==> src/rtl/exe_pkg.sv <==
// exe_pkg: shared types and helpers for the execute stage
package exe_pkg;
    localparam int XLEN_DEFAULT = 32;

    typedef enum logic [2:0] {
        OC_ALU, OC_BR, OC_JAL, OC_JALR, OC_MD, OC_LD, OC_ST
    } op_class_e;

    // ALU ops occupy 0..9; branch compares share the same field at 10..15
    typedef enum logic [3:0] {
        AC_ADD, AC_SUB, AC_SLL, AC_SLT, AC_SLTU, AC_XOR, AC_SRL, AC_SRA, AC_OR, AC_AND,
        AC_BEQ, AC_BNE, AC_BLT, AC_BGE, AC_BLTU, AC_BGEU
    } alu_ctrl_e;

    typedef enum logic [2:0] {
        MD_MUL, MD_MULH, MD_MULHSU, MD_MULHU, MD_DIV, MD_DIVU, MD_REM, MD_REMU
    } md_op_e;

    typedef enum logic [1:0] {S_IDLE, S_MUL, S_DIV, S_DONE} md_state_e;

    function automatic logic a_signed(input md_op_e op);
        return op inside {MD_MULH, MD_MULHSU, MD_DIV, MD_REM};
    endfunction

    function automatic logic b_signed(input md_op_e op);
        return op inside {MD_MULH, MD_DIV, MD_REM};
    endfunction
endpackage

==> src/rtl/muldiv_iter.sv <==
// muldiv_iter: iterative RV32M multiply/divide unit with start/kill/busy/done handshake
//  start  : request in IDLE (already qualified by valid/class upstream)
//  kill   : abort, back to IDLE next edge; masks busy/done immediately
//  op,a,b : M-ext funct3 and operands, latched on acceptance
//  busy   : stall request (acceptance cycle plus every MUL/DIV cycle)
//  done   : result valid (DONE state), result is zero otherwise
module muldiv_iter
    import exe_pkg::*;
#(
    parameter int XLEN     = 32,
    parameter int DIV_STEP = 1,
    parameter int MUL_CYC  = 2
) (
    input  logic            clk,
    input  logic            rst,
    input  logic            start,
    input  logic            kill,
    input  md_op_e          op,
    input  logic [XLEN-1:0] a,
    input  logic [XLEN-1:0] b,
    output logic            busy,
    output logic            done,
    output logic [XLEN-1:0] result
);
    localparam int CW = $clog2(XLEN / DIV_STEP + MUL_CYC + 1);
    md_state_e state, state_nx;
    md_op_e op_q;
    logic [CW-1:0] cnt;
    logic [XLEN-1:0] a_q, b_q, quo, rem, quo_nx, rem_nx, mag_a, mag_b, q_fix, r_fix, mul_res;
    logic [2*XLEN-1:0] xa, xb, prod;
    logic [XLEN:0] t;
    logic accept;

    assign accept = state == S_IDLE && start && !kill;
    assign mag_a  = (a_signed(op) && a[XLEN-1]) ? -a : a;
    assign mag_b  = (b_signed(op_q) && b_q[XLEN-1]) ? -b_q : b_q;

    // restoring division on magnitudes, DIV_STEP quotient bits per cycle
    always_comb begin
        rem_nx = rem;
        quo_nx = quo;
        t      = '0;
        for (int i = 0; i < DIV_STEP; i++) begin
            t      = {rem_nx, quo_nx[XLEN-1]};
            quo_nx = {quo_nx[XLEN-2:0], t >= {1'b0, mag_b}};
            t      = quo_nx[0] ? t - {1'b0, mag_b} : t;
            rem_nx = t[XLEN-1:0];
        end
    end

    always_comb begin
        state_nx = kill ? S_IDLE
                 : state == S_IDLE ? (start ? (op[2] ? S_DIV : S_MUL) : S_IDLE)
                 : state == S_DONE ? S_IDLE
                 : cnt == '0 ? S_DONE : state;
        busy = ~kill & (state == S_IDLE ? start : state != S_DONE);
        done = ~kill & state == S_DONE;
    end

    // special cases are applied only here so latency never depends on operands
    always_comb begin
        xa      = {{XLEN{a_signed(op_q) & a_q[XLEN-1]}}, a_q};
        xb      = {{XLEN{b_signed(op_q) & b_q[XLEN-1]}}, b_q};
        prod    = xa * xb;
        mul_res = op_q == MD_MUL ? prod[XLEN-1:0] : prod[2*XLEN-1:XLEN];
        q_fix   = b_q == '0 ? '1 : (a_signed(op_q) & (a_q[XLEN-1] ^ b_q[XLEN-1])) ? -quo : quo;
        r_fix   = b_q == '0 ? a_q : (a_signed(op_q) & a_q[XLEN-1]) ? -rem : rem;
        result  = !done ? '0 : !op_q[2] ? mul_res : op_q[1] ? r_fix : q_fix;
    end

    always_ff @(posedge clk or posedge rst) begin
        if (rst) begin
            state <= S_IDLE;
            op_q  <= MD_MUL;
            cnt   <= '0;
            a_q   <= '0;
            b_q   <= '0;
            quo   <= '0;
            rem   <= '0;
        end else begin
            state <= state_nx;
            if (accept) begin
                op_q <= op;
                a_q  <= a;
                b_q  <= b;
                quo  <= mag_a;
                rem  <= '0;
                cnt  <= op[2] ? CW'(XLEN / DIV_STEP - 1) : CW'(MUL_CYC - 1);
            end else if (state == S_MUL || state == S_DIV) begin
                cnt <= cnt - 1'b1;
                quo <= state == S_DIV ? quo_nx : quo;
                rem <= state == S_DIV ? rem_nx : rem;
            end
        end
    end
endmodule

==> src/rtl/exe_stage_md.sv <==
// exe_stage_md: execute stage with forwarding, ALU, branch resolution and iterative mul/div
//  e_*            : ID/EX instruction fields and register-file data
//  fwd_*          : forwarding sources, index 0 youngest
//  e_result/e_store_data/result_valid : to EX/MEM
//  busy           : stall upstream while a mul/div is being accepted or iterated
//  redirect_*     : mispredict flush and correct fetch PC
//  bp_*           : predictor update for control-flow instructions
module exe_stage_md
    import exe_pkg::*;
#(
    parameter int XLEN     = XLEN_DEFAULT,
    parameter int NUM_FWD  = 2,
    parameter int DIV_STEP = 1,
    parameter int MUL_CYC  = 2
) (
    input  logic                    clk,
    input  logic                    rst,
    input  logic                    e_valid,
    input  logic                    kill,
    input  logic [XLEN-1:0]         e_pc,
    input  logic [XLEN-1:0]         e_imm,
    input  logic [4:0]              e_rs1,
    input  logic [4:0]              e_rs2,
    input  logic [XLEN-1:0]         e_rs1_data,
    input  logic [XLEN-1:0]         e_rs2_data,
    input  logic [NUM_FWD-1:0]      fwd_we,
    input  logic [NUM_FWD*5-1:0]    fwd_rd,
    input  logic [NUM_FWD*XLEN-1:0] fwd_data,
    input  logic [2:0]              e_class,
    input  logic [3:0]              e_alu_ctrl,
    input  logic [2:0]              e_md_op,
    input  logic                    e_op1_sel,
    input  logic                    e_op2_sel,
    input  logic                    e_pred_taken,
    input  logic                    e_btb_hit,
    input  logic [XLEN-1:0]         e_btb_target,
    output logic [XLEN-1:0]         e_result,
    output logic [XLEN-1:0]         e_store_data,
    output logic                    result_valid,
    output logic                    busy,
    output logic                    redirect_valid,
    output logic [XLEN-1:0]         redirect_pc,
    output logic                    bp_update_en,
    output logic                    bp_taken,
    output logic [XLEN-1:0]         bp_pc,
    output logic [XLEN-1:0]         bp_target
);
    localparam int SW = $clog2(XLEN);
    op_class_e cls;
    alu_ctrl_e ctrl;
    logic [XLEN-1:0] rs1_v, rs2_v, op1, op2, alu_res, pc4, target, md_res;
    logic fire, is_md, is_jmp, is_cf, cmp, taken, dir_err, tgt_err, md_done;

    assign cls  = op_class_e'(e_class);
    assign ctrl = alu_ctrl_e'(e_alu_ctrl);

    // highest index first so the youngest matching source overwrites older ones
    always_comb begin
        rs1_v = e_rs1_data;
        rs2_v = e_rs2_data;
        for (int i = NUM_FWD - 1; i >= 0; i--) begin
            rs1_v = (fwd_we[i] && fwd_rd[i*5 +: 5] == e_rs1) ? fwd_data[i*XLEN +: XLEN] : rs1_v;
            rs2_v = (fwd_we[i] && fwd_rd[i*5 +: 5] == e_rs2) ? fwd_data[i*XLEN +: XLEN] : rs2_v;
        end
        rs1_v = e_rs1 == '0 ? '0 : rs1_v;
        rs2_v = e_rs2 == '0 ? '0 : rs2_v;
    end

    assign op1 = e_op1_sel ? e_pc : rs1_v;
    assign op2 = e_op2_sel ? e_imm : rs2_v;

    always_comb begin
        alu_res = '0;
        case (ctrl)
            AC_ADD:  alu_res = op1 + op2;
            AC_SUB:  alu_res = op1 - op2;
            AC_SLL:  alu_res = op1 << op2[SW-1:0];
            AC_SLT:  alu_res = XLEN'($signed(op1) < $signed(op2));
            AC_SLTU: alu_res = XLEN'(op1 < op2);
            AC_XOR:  alu_res = op1 ^ op2;
            AC_SRL:  alu_res = op1 >> op2[SW-1:0];
            AC_SRA:  alu_res = $signed(op1) >>> op2[SW-1:0];
            AC_OR:   alu_res = op1 | op2;
            AC_AND:  alu_res = op1 & op2;
            default: alu_res = '0;
        endcase
    end

    always_comb begin
        cmp = ctrl == AC_BEQ  ?  (rs1_v == rs2_v)
            : ctrl == AC_BNE  ?  (rs1_v != rs2_v)
            : ctrl == AC_BLT  ?  ($signed(rs1_v) < $signed(rs2_v))
            : ctrl == AC_BGE  ? !($signed(rs1_v) < $signed(rs2_v))
            : ctrl == AC_BLTU ?  (rs1_v < rs2_v)
            : ctrl == AC_BGEU ? !(rs1_v < rs2_v) : 1'b0;
        fire    = e_valid & ~kill;
        is_md   = cls == OC_MD;
        is_jmp  = cls == OC_JAL || cls == OC_JALR;
        is_cf   = is_jmp || cls == OC_BR;
        taken   = is_jmp | (cls == OC_BR & cmp);
        pc4     = e_pc + XLEN'(4);
        target  = cls == OC_JALR ? (rs1_v + e_imm) & ~XLEN'(1) : e_pc + e_imm;
        // predicted-taken without a BTB hit never left the sequential path
        dir_err = (taken != e_pred_taken) & ~(e_pred_taken & ~e_btb_hit & ~taken);
        tgt_err = taken & e_pred_taken & (~e_btb_hit | e_btb_target != target);
    end

    muldiv_iter #(.XLEN(XLEN), .DIV_STEP(DIV_STEP), .MUL_CYC(MUL_CYC)) u_md (
        .clk    (clk),
        .rst    (rst),
        .start  (fire & is_md),
        .kill   (kill),
        .op     (md_op_e'(e_md_op)),
        .a      (rs1_v),
        .b      (rs2_v),
        .busy   (busy),
        .done   (md_done),
        .result (md_res)
    );

    always_comb begin
        result_valid   = md_done | (fire & ~is_md);
        e_result       = md_done ? md_res : (fire & ~is_md) ? (is_jmp ? pc4 : alu_res) : '0;
        e_store_data   = e_valid ? rs2_v : '0;
        redirect_valid = fire & (dir_err | tgt_err);
        redirect_pc    = redirect_valid ? (taken ? target : pc4) : '0;
        bp_update_en   = fire & is_cf;
        bp_taken       = bp_update_en & taken;
        bp_pc          = bp_update_en ? e_pc : '0;
        bp_target      = bp_update_en ? target : '0;
    end
endmodule
==> config.mk <==
export PLATFORM = sky130hd
export DESIGN_NAME = exe_stage_md
export DESIGN_NICKNAME = d
export VERILOG_FILES = /design/src/rtl/exe_pkg.sv /design/src/rtl/muldiv_iter.sv /design/src/rtl/exe_stage_md.sv
export SDC_FILE = /design/constraint.sdc
export NUM_CORES = 2
export LEC_CHECK = 0
export CORE_AREA = 2 2 264 527
export CTS_BUF_LIST = sky130_fd_sc_hd__clkbuf_8
export CTS_CLUSTER_DIAMETER = 100
export DETAILED_ROUTE_END_ITERATION = 10
export DIE_AREA = 0 0 266 529
export PLACE_DENSITY = 0.65
export REMOVE_ABC_BUFFERS = 1
export SLEW_MARGIN = 20
export SYNTH_ARGS = -nofsm -noshare
export SYNTH_HDL_FRONTEND = slang
export SYNTH_SLANG_ARGS = --single-unit
==> constraint.sdc <==
create_clock -name clk -period 11.1 [get_ports clk]
set_clock_uncertainty 0.05 [all_clocks]
set_input_delay 1.11 -clock clk [delete_from_list [all_inputs] [get_ports clk]]
set_output_delay 1.11 -clock clk [all_outputs]
set_load 0.03 [all_outputs]
==> results.sh <==
export IMPL_max_clock_path_buffers=3
export IMPL_max_freq_mhz=89.26
export IMPL_drc=0
export IMPL_first_pass_iters=8
export IMPL_cts_root_buffer="clkbuf_8"
export IMPL_worst_pin_slew_ns=1.405
export IMPL_grt_pass1_wl_um=495800
export IMPL_cp_slowest_cell="o21ai_0"
export IMPL_numCtsBuffers=25
export IMPL_path_class="in2out"
export IMPL_initial_utilization_pct=49.82
export IMPL_hold_class="reg2reg"
export IMPL_setup_viol=1
export IMPL_postRouteAntennaNets=0
export IMPL_synth_cells=8653
export IMPL_hold_violations=0
export IMPL_cpMostUsedCell="buf_4"
export IMPL_overflow=0
export IMPL_grt_max_degree=99
export IMPL_fin_cells=10710
export IMPL_cp_required_ns=9.94
export IMPL_rsz0062_at_grt="true"
export IMPL_violations="negative setup slack"
export IMPL_synth_xor_area_share_pct=4.589
export IMPL_min_period_over_period_pct=100.9
export IMPL_dpl_cell_area_um2=75910
export IMPL_post_synth_mux_area_share_pct=3.635
export IMPL_gp_congestion=1.160
export IMPL_synth_edf_count=0
export IMPL_cts_hold_repair_buffers=0
export IMPL_crit_fanout=13
export IMPL_chipWidth_um=266
export IMPL_num_rows=192
export IMPL_fin_ws_ns=-0.1038
export IMPL_cpPeakStageDelay_ns=1.12
export IMPL_synth_top_area_share_pct=33.28
export IMPL_synth_adder_area_share_pct=41.49
export IMPL_crit_family="compound AO/OA/AOI/OAI gates"
export IMPL_slew_violations=0
export IMPL_dp_cells=10640
export IMPL_fillers=12960
export IMPL_arrival_ns=10.04
export IMPL_synth_area_per_cell_um2=7.856
export IMPL_drt_wl_total_um=346600
export IMPL_clkTransAtPathRegs_ns=0.06
export IMPL_grt_total_usage_pct=49.48
export IMPL_status="finished with violations"
export IMPL_grt_pass1_vias=73380
export IMPL_slew_headroom_pct=6.306
export IMPL_synth_top_family_by_area="adder cells"
export IMPL_synth_most_common_cell="inv_1"
export IMPL_wl_per_cell_um=32.36
export IMPL_drive_gt1_share_pct=7.321
export IMPL_die_y_um=529
export IMPL_synth_compound_area_share_pct=15.88
export IMPL_syn_to_final_growth_pct=13.06
export IMPL_core_area_um2=136500
export IMPL_io_pins=429
export IMPL_yosysSeqAreaShare_pct=5.117
export IMPL_drt_initial_drc_count=6002
export IMPL_die_area_um2=140700
export IMPL_cts_sinks=139
export IMPL_htree_num_levels=4
export IMPL_ys_ff_latch=139
export IMPL_yosys_warnings=0
export IMPL_async_flop_share_pct=100.0
export IMPL_synth_top_area_cell="fa_1"
export IMPL_post_route_cell_area_um2=76850
export IMPL_dp_hpwl_um=285100
export IMPL_port_buffers=428
export IMPL_vias_per_cell=6.461
export IMPL_crit_path_start_kind="primary input"
export IMPL_min_period_ns=11.20
export IMPL_synth_common_cells="inv_1 (1353), nand2_1 (1296), fa_1 (1130), clkbuf_1 (468), ha_1 (446)"
export IMPL_synth_cell_area_um2=67980
export IMPL_cts_tree="yes"
export IMPL_synth_distinct_cells=86
export IMPL_synthTopCellsByArea="fa_1 (33%), ha_1 (8.2%), inv_1 (7.5%), nand2_1 (7.2%), dfrtp_1 (5.1%)"
export IMPL_cap_violations=0
export IMPL_endpoint_kind="output pin"
export IMPL_vias=69200
export IMPL_antenna_found_initial=41
export IMPL_synthFlopType="dfrtp_1"
export IMPL_yosys_area_share_simple_pct=18.62
export IMPL_utilization_pct=56.32
export IMPL_crit_buf_inv=8
export IMPL_nNetsFinal=10770
export IMPL_clock_latency_ns=0.58
-- cells by family (layout without fill, tap and decap cells) --
kind of cell             after synthesis  after routing
multiplexers                         246            246
adder cells (fa/ha/maj)             1576           1576
XOR/XNOR                             353            353
other                                  0             32
AND/OR/NAND/NOR                     2742           2742
buffers and inverters               1924           2204
flip-flops                           139            139
AO/OA/AOI/OAI                       1673           1673
-- metrics by stage --
step	setup slack (ns)	TNS (ns)	hold slack, ns
2_1_floorplan	-1.365	-46.59	0.4272
3_3_place_gp	0.1047	0	0.4107
3_5_place_dp	0.05620	0	0.4169
4_1_cts	-0.01082	-0.01082	0.4329
5_1_grt	-0.04884	-0.04884	0.4768
6_report	-0.1038	-0.1038	0.4358
-- sequential cells by signal (all words and copies together) (netlist names) --
| name | count |
|---|---|
| u_md.rem | 32 |
| u_md.quo | 32 |
| u_md.op_q | 3 |
| u_md.cnt | 6 |
| u_md.b_q | 32 |
| u_md.state | 2 |
| u_md.a_q | 32 |
-- cells in the final DEF (no fill, tap or decap), types with 36 or more instances in the layout --
cell / Yosys / final
fa_1: 1130 / 1126
xor2_1: 137 / 135
nor2_1: 424 / 421
a211oi_1: 55 / 52
nand3_1: 139 / 137
and3_1: 49 / 47
o21ai_0: 442 / 431
dfrtp_1: 139 / 102
clkdlybuf4s50_1: 0 / 363
a21oi_1: 379 / 378
a21o_1: 97 / 97
nor2b_1: 39 / 38
nand4_1: 57 / 57
a22oi_1: 40 / 36
nand2_1: 1296 / 1293
o31ai_1: 49 / 46
o211ai_1: 92 / 92
mux2i_1: 239 / 238
inv_1: 1353 / 1352
and2_1: 391 / 389
ha_1: 446 / 443
a31oi_1: 114 / 113
buf_12: 0 / 59
nand2b_1: 58 / 58
xnor2_1: 214 / 208
buf_4: 0 / 381
nor3_1: 130 / 126
or3_1: 37 / 37
-- layer usage --
| metal | part of all wire, % | vias up | track usage, % |
|---|---|---|---|
| met2 | 47 | 4277 | 80.90 |
| met4 | 16 | 14 | 62.74 |
| met5 | 0.026 | - | 0.3159 |
| met3 | 8.0 | 2034 | 12.85 |
| met1 | 29 | 34170 | 44.91 |
| li1 | - | 28710 | - |
-- worst paths after layout --
kind	from	depth (start not counted)	slack, ns	endpoint
worst max-delay path	e_rs2[2]	28	-0.10	e_result[0]
worst min-delay path	u_md.a_q[4]	2	0.44	u_md.a_q[4]
worst max register to register	u_md.b_q[0]	20	3.92	u_md.rem[18]
worst min register to register	u_md.a_q[4]	2	0.44	u_md.a_q[4]
max in group asynchronous	rst	3	8.49	u_md.a_q[12]
min in group asynchronous	rst	2	1.04	u_md.a_q[3]
-- worst register-to-register path, stage by stage, from the launching register on --
cell      delay (ns)
dfrtp_2         0.52
buf_4           0.23
inv_1           0.30
ha_1            0.55
nand2b_1        0.24
nor4_2          0.25
buf_4           0.22
nand4_1         0.42
o21ai_0         0.38
xor2_1          0.11
ha_1            0.42
nand4b_1        0.52
nor4_1          0.63
nand2_1         0.25
nor3_1          0.33
nor4_1          0.14
o31ai_4         0.14
buf_4           0.50
or2_2           0.50
o221ai_1        0.20
a31oi_1         0.21
-- layout make-up --
type / count / area, µm² / area share (%)
multi-input combinational: 6590 / 57730 / 75.12
timing repair buffer: 810 / 7761 / 10.10
inverter: 1361 / 5114 / 6.654
sequential: 139 / 3535 / 4.599
tap: 1746 / 2185 / 2.843
clock buffer: 30 / 412.9 / 0.5372
antenna: 32 / 80.08 / 0.1042
clock inverter: 3 / 37.54 / 0.04884
-- timing repair --
action | in CTS | in global routing
pin swaps | 4 | 8
gates resized for setup | 25 | 47
setup endpoints to repair | 14 | 27
setup buffers | 1 | 0
Power is left out: the tool's default activity adds up to more than one toggle a clock period on the data nets, which glitch-free logic cannot reach.
